==> config.mk <==
export PLATFORM = sky130hd
export DESIGN_NAME = bus_transceiver_bank
export DESIGN_NICKNAME = d
export VERILOG_FILES = /design/src/rtl/bus_transceiver_bank.sv
export SDC_FILE = /design/constraint.sdc
export NUM_CORES = 1
export LEC_CHECK = 0
export ABC_AREA = 1
export CAP_MARGIN = 20
export CORE_UTILIZATION = 50
export DETAILED_ROUTE_END_ITERATION = 10
export DONT_BUFFER_PORTS = 1
export PLACE_DENSITY = 0.63
export SLEW_MARGIN = 20
export SYNTH_ARGS = -nofsm -noshare
export SYNTH_HDL_FRONTEND = slang
export SYNTH_SLANG_ARGS = --single-unit
==> constraint.sdc <==
create_clock -name clk -period 1.4 [get_ports clk]
set_input_delay 0.07 -clock clk [delete_from_list [all_inputs] [get_ports clk]]
set_output_delay 0.07 -clock clk [all_outputs]
set_load 0.05 [all_outputs]
==> src/rtl/bus_transceiver_bank.sv <==
`default_nettype none
// ============================================================================
// Module      : bus_transceiver_bank
// Description : Registered fixed-priority fan-in of CHANNELS bus drivers with
//               active-low enables. Falls back to the live bus value when no
//               channel drives, and tracks multi-driver (contention) cycles
//               with a pulse, a sticky flag and a saturating counter.
// Revision    : 1.0 - initial release
// ============================================================================
module bus_transceiver_bank #(
    parameter int WIDTH    = 8,
    parameter int CHANNELS = 4,
    parameter int CNT_W    = 8,
    parameter int SRC_W    = (CHANNELS > 1) ? $clog2(CHANNELS) : 1
) (
    input  logic                      clk,
    input  logic                      reset,
    input  logic [CHANNELS*WIDTH-1:0] in,
    input  logic [CHANNELS-1:0]       oe,
    input  logic [WIDTH-1:0]          bus,
    input  logic                      clr_err,
    output logic [WIDTH-1:0]          out,
    output logic                      driving,
    output logic [SRC_W-1:0]          src,
    output logic                      contention,
    output logic                      err_sticky,
    output logic [CNT_W-1:0]          err_count
);

    localparam logic [CNT_W-1:0] c_CNT_MAX = {CNT_W{1'b1}};

    logic [CHANNELS-1:0] w_en;
    logic                w_any;
    logic                w_multi;
    logic [SRC_W-1:0]    w_sel_idx;
    logic [WIDTH-1:0]    w_sel_data;

    logic [WIDTH-1:0]    r_out;
    logic                r_driving;
    logic [SRC_W-1:0]    r_src;
    logic                r_contention;
    logic                r_err_sticky;
    logic [CNT_W-1:0]    r_err_count;

    // Enabled set, lowest-index winner and multi-driver detection.
    always_comb begin
        w_en       = ~oe;
        w_any      = |w_en;
        // Clearing the lowest set bit leaves something only if two or more are set.
        w_multi    = |(w_en & (w_en - CHANNELS'(1)));
        w_sel_idx  = '0;
        w_sel_data = '0;
        // Scan downward so the lowest enabled index is the last to write.
        for (int k = CHANNELS - 1; k >= 0; k--) begin
            if (w_en[k]) begin
                w_sel_idx  = SRC_W'(k);
                w_sel_data = in[k*WIDTH +: WIDTH];
            end
        end
    end

    // Registered data path: winning channel, or the bus itself when idle.
    always_ff @(posedge clk) begin
        if (reset) begin
            r_out     <= '0;
            r_driving <= 1'b0;
            r_src     <= '0;
        end else if (w_any) begin
            r_out     <= w_sel_data;
            r_driving <= 1'b1;
            r_src     <= w_sel_idx;
        end else begin
            r_out     <= bus;
            r_driving <= 1'b0;
        end
    end

    // Contention bookkeeping; a contention cycle overrides a same-cycle clear.
    always_ff @(posedge clk) begin
        if (reset) begin
            r_contention <= 1'b0;
            r_err_sticky <= 1'b0;
            r_err_count  <= '0;
        end else begin
            r_contention <= w_multi;
            if (w_multi) begin
                r_err_sticky <= 1'b1;
                if (clr_err) begin
                    r_err_count <= CNT_W'(1);
                end else if (r_err_count != c_CNT_MAX) begin
                    r_err_count <= r_err_count + CNT_W'(1);
                end
            end else if (clr_err) begin
                r_err_sticky <= 1'b0;
                r_err_count  <= '0;
            end
        end
    end

    assign out        = r_out;
    assign driving    = r_driving;
    assign src        = r_src;
    assign contention = r_contention;
    assign err_sticky = r_err_sticky;
    assign err_count  = r_err_count;

endmodule
`default_nettype wire

==> run metrics, run 1 <==
sequential fraction of the synthesis area 35.8%; Most used DFF post-synth dfxtp_1; worst relative slew slack 64.6%; WL/cell 14.4 um; gpl congestion 0.931; Tmin final 1.32 ns; Yosys top cell by area dfxtp_1; Buf/Inv on CP 0; Synth warnings 0; CTS root buf clkbuf_4; multiplexer share of the synthesized area 0%; fmax 755 MHz; status complete, no violations; compound-gate portion of the synthesized area 21.3%; post-DP HPWL 2190 um; largest net degree at the start of global routing 17; Clock Latency Late Sink 0.30 ns; critical path arrival 1.57 ns; largest family of logic cells by synthesized area simple AND/OR/NAND/NOR gates; Util after Layout 69.1%; Die X 50.5 um; CP Max Fanout 6; first-pass GRT wire length 5300 um; simple-gate area share of the yosys netlist 32.0%; Pleak 0.678 nW; Setup WS post-layout 0.0757 ns; Yosys reg bits 21; H-tree levels 1; grt ovf 0; final hold vios 0; Crit. End Element flip-flop; CP Cell Sequence ha_1, nand2_2, nor2_4, nand3_4, nand2_4, nand3_1, a21oi_2; Synth top area share 35.8%; Sum Neg Setup Slack 0 ns; fin crit share 94.6%; die footprint 2550 um^2; RSZ-0062 raised after global routing false; Sink Count 21; Mapped Area 1170 um^2; post-synthesis xor/xnor area fraction 0%; die height 50.5 um; Clock Skews 0.00336 ns; Mapped Nets 220; Area Overhead vs Synth 30.2%; layout cells sized above 1 17.1%; Vias/cell 5.59; drc violations 0; Async SR Flop Fraction 0%; Initial Utilization 53.1%; synthesized area per cell 6.82 um^2; Layout Cells excl Fill 233; initial drt markers 38; Slowest cell on crit path dfxtp_4; maximum vdd drop 704 uV; placed cells 207; crit start category flip-flop; CTS tree yes; IO Count 68; Cells after Synth 172; CTS Buffer Depth 2; Total Wirelength 3360 um; ant diodes 0; Total Nets Final 254; slowest stage delay, CP 0.39 ns; worst hold path class input pin to flip-flop; Power per Cell Area 839 nW/um^2; Worst EP required 1.64 ns; # setup viols final 0; Yosys cell types 20; vias in the first global route 1216; Final Max Slew Viols 0; vias 1302; max_cap viols 0; Post-Place Setup Slack 0.109 ns; Detailed Routing Iterations Pass 1 4; initial antenna violation count 0; Post-synth EDFFs 0; Port Buffers 0; Worst Path Class, Setup flip-flop to flip-flop; DRT antenna net count 0; hold_ws 0.0143 ns; synth top area cells dfxtp_1, a21oi_1, nor2_1; worst slew pin tran 0.530 ns; Rows 17; core area 2210 um^2; Clk pin slew, worst setup/hold paths 0.12 ns; Overall Global Routing Usage 27.4%; filler cell count 186; Num CTS Buffers 3; delay-heaviest family, CP simple AND/OR/NAND/NOR gates; fraction of the mapped netlist area in adder cells 1.07%
[report_power, final]
| group | leakage (nW) | internal, mW | switching (mW) | total, mW |
|---|---|---|---|---|
| combinational | 0.487 | 0.113 | 0.150 | 0.263 |
| sequential | 0.176 | 0.629 | 0.0959 | 0.725 |
| clock | 0.0150 | 0.111 | 0.183 | 0.294 |
[synthesized netlist by cell type, types with 2 or more instances]
| master | number |
|---|---|
| a21oi_1 | 25 |
| buf_2 | 2 |
| clkbuf_1 | 2 |
| dfxtp_1 | 21 |
| inv_1 | 23 |
| nand2_1 | 24 |
| nand3_1 | 11 |
| nand4_1 | 4 |
| nor2_1 | 28 |
| nor2_2 | 4 |
| nor2_4 | 3 |
| o21ai_0 | 9 |
| o21ai_1 | 2 |
| o221ai_1 | 8 |
[metrics by stage]
| step | cell area [um^2] | total power, mW |
|---|---|---|
| 2_1_floorplan | 1180 | 0.894 |
| 3_3_place_gp | 1280 | 0.922 |
| 3_5_place_dp | 1280 | 0.927 |
| 4_1_cts | 1500 | 1.27 |
| 5_1_grt | 1530 | 1.35 |
| 6_report | 1530 | 1.28 |
[final timing paths]
path	from	to	slack (ns)	depth (start not counted)
setup / recovery	err_count[0]	err_count[6]	0.08	7
hold / removal	in[15]	out[7]	0.01	2
setup reg to reg	err_count[0]	err_count[6]	0.08	7
hold reg to reg	err_count[4]	err_count[4]	0.49	2
[repair_timing]
item | 4_1_cts | 5_1_grt
hold endpoints to repair | 20 | 0
endpoints found under the setup margin | 0 | 9
buffers inserted | 0 | 3
resized for setup | 0 | 3
hold buffers | 19 | 0
[cells by family after synthesis]
kind of cell / count (synthesis)
adder cells (fa/ha/maj): 1
buffers and inverters: 28
AND/OR/NAND/NOR: 78
flip-flops: 21
AO/OA/AOI/OAI: 44
[per-layer routing]
layer	GRT usage, %	vias to the layer above	part of all wire (%)
met3	3.64	6	7.0
met4	12.5	0	1.8
met5	0	-	0
met2	49.6	67	53
met1	31.7	591	38
li1	-	638	-
[state kept, by name, summed over array words and instances, names as in the netlist]
register / count
src: 2
contention: 1
out: 8
err_sticky: 1
err_count: 8
driving: 1
[final cells by class]
| class | instances | area (um^2) | area share [%] |
|---|---|---|---|
| clock buffer | 4 | 26.3 | 1.72 |
| inverter | 23 | 86.3 | 5.65 |
| multi-input combinational | 123 | 644 | 42.2 |
| sequential | 21 | 430 | 28.2 |
| tap | 28 | 35.0 | 2.29 |
| timing repair buffer | 34 | 305 | 20.0 |
[placed cells by master (no fill, tap or decap), drive strengths merged]
cell	count
nor2	35
nand2	26
a21oi	25
inv	23
dfxtp	21
dlygate4sd3	18
buf	15
nand3	12
o21ai	11
o221ai	8
nand4	4
clkbuf	4
or2	1
ha	1
dlymetal6s4s	1
No activity file was read; power rests on OpenSTA's default activity.
==> inputs of run 2 (changes only) <==
HOLD_SLACK_MARGIN = 0.15   (was default)
PLACE_DENSITY = default   (was 0.63)
PLACE_DENSITY_LB_ADDON = 0.05   (was default)
==> run metrics, run 2 (same netlist as run 1, synthesis figures left out) <==
Detailed Routing Iterations Pass 1 4 (unchanged); maximum vdd drop 520 uV (-26%); vias 1313 (+0.84%); filler cell count 190 (+2.2%); CTS root buf clkbuf_4; drc violations 0 (unchanged); GRT met3 Usage 4.24% (+0.61 points); Power per Cell Area 826 nW/um^2 (-1.6%); Multi-input gate area 664 um^2 (+3.1%); IO Count 68 (unchanged); initial drt markers 30 (-21%); core area 2210 um^2 (unchanged); Worst Path Class, Setup input pin to flip-flop; vias in the first global route 1202 (-1.2%); first-pass GRT wire length 5300 um (unchanged); final hold vios 6 (+6); most frequent cells in the layout nor2_1, nand2_1, a21oi_1, inv_1, dlygate4sd3_1; Register Area 430 um^2 (unchanged); grt ovf 0 (unchanged); Final Max Slew Viols 0 (unchanged); Area Overhead vs Synth 32.7%; Slowest cell on crit path dlygate4sd3_1; CTS tree yes; die footprint 2550 um^2 (unchanged); CTS Buffer Depth 2 (unchanged); crit start category input pin; CP Cell Sequence dlygate4sd3_1, nand2_1, inv_1, o21ai_0, dlygate4sd3_1, nor2_1; violated checks hold timing; Seq pwr share 56.3% (-0.2 points); Switching Share 33.7% (+0.28 points); Tmin final 1.34 ns (+0.0132 ns); grt met1 use 32.5% (+0.80 points); delay-heaviest family, CP buffers and inverters; Clock Latency Late Sink 0.31 ns (about the same); CP Max Fanout 3 (-3); GR Util met2 49.6% (unchanged); Sum Neg Setup Slack 0 ns (unchanged); most frequent cell on the critical path dlygate4sd3_1; largest net degree at the start of global routing 17 (unchanged); layout cells sized above 1 17.5% (+0.40 points); Power, Total 1.29 mW (+0.29%); Pleak 0.676 nW (-0.29%); most common cell after layout, fill and taps aside nor2_1; Num CTS Buffers 3 (unchanged); ant diodes 0 (unchanged); # setup viols final 0 (unchanged); slowest stage delay, CP 0.58 ns (+0.19 ns); Buf/Inv on CP 3 (+3); Total Nets Final 255 (+0.39%); fmax 748 MHz (-0.99%); Most Crowded Layer GR met2; Overall Global Routing Usage 27.5% (about the same); fin crit share 95.5% (+0.95 points); Vias/cell 5.61 (+0.41%); worst hold path class input pin to flip-flop; Crit. End Element flip-flop; critical path arrival 1.54 ns (-0.03 ns); Util after Layout 70.4% (+1.4 points); gpl congestion 0.877 (-5.9%); Total Wirelength 3490 um (+3.7%); hold_ws -0.0346 ns (-0.0489 ns); die height 50.5 um (unchanged); max_cap viols 0 (unchanged); Sink Count 21 (unchanged); Port Buffers 0 (unchanged); worst slew pin tran 0.510 ns (-0.0200 ns); DRT antenna net count 0 (unchanged); Clk pin slew, worst setup/hold paths 0.12 ns (about the same); clock share of power 23.1% (+0.2 points); WL/cell 14.9 um (+3.3%); Int Pwr 0.852 mW (-0.14%); Rows 17 (unchanged); Net Sw Power 0.434 mW (+1.1%); H-tree levels 1 (unchanged); Die X 50.5 um (unchanged); Clock Skews 0.00661 ns (+0.00325 ns); Worst EP required 1.60 ns (-0.04 ns); status finished, violations left; initial antenna violation count 0 (unchanged); worst relative slew slack 66.0% (+1.3 points); post-DP HPWL 2260 um (+3.5%); Comb power frac 20.6% (about the same); Initial Utilization 53.1% (unchanged)
-- run 2: final cells by class --
cell class / count / share of cell area [%]
multi-input combinational: 123 / 42.7
inverter: 23 / 5.54
timing repair buffer: 35 / 20.2
clock buffer: 4 / 1.69
sequential: 21 / 27.6
tap: 28 / 2.25
-- run 2: power by group through the flow --
| stage | registers (mW) | clock network (mW) | logic (mW) |
|---|---|---|---|
| final | 0.724 | 0.298 | 0.265 |
| after global routing | 0.728 | 0.340 | 0.287 |
| after floorplan | 0.769 | 0 | 0.125 |
| after global placement | 0.736 | 0 | 0.186 |
| after detailed placement | 0.737 | 0 | 0.189 |
| after CTS | 0.723 | 0.306 | 0.237 |
-- run 2: repair_timing --
action / CTS / global route
buffers inserted: 0 / 2
hold buffers: 18 / 4
setup endpoints to repair: 0 / 4
resized for setup: 0 / 6
hold endpoints to repair: 21 / 11
-- run 2: path summary, 6_finish.rpt --
check / from / end / slack, ns / depth (start not counted)
setup / recovery: oe[1] / src[1] / 0.06 / 6
hold reg to reg: err_count[4] / err_count[4] / 0.48 / 2
hold / removal: oe[0] / out[7] / -0.03 / 2
setup reg to reg: err_count[0] / err_count[7] / 0.11 / 8
-- run 2: per-layer routing --
metal,vias to the layer above,share of wire [%]
li1,641,-
met1,595,39
met2,69,52
met3,8,7.2
met4,0,1.5
met5,-,0
-- run 2: through the flow --
step / cells / setup slack [ns] / cell area (um^2)
6_report: 234 / 0.0625 / 1560
2_1_floorplan: 172 / 0.0273 / 1180
5_1_grt: 234 / -0.0000239 / 1560
4_1_cts: 229 / 0.0826 / 1490
3_5_place_dp: 207 / 0.117 / 1280
3_3_place_gp: 207 / 0.163 / 1280
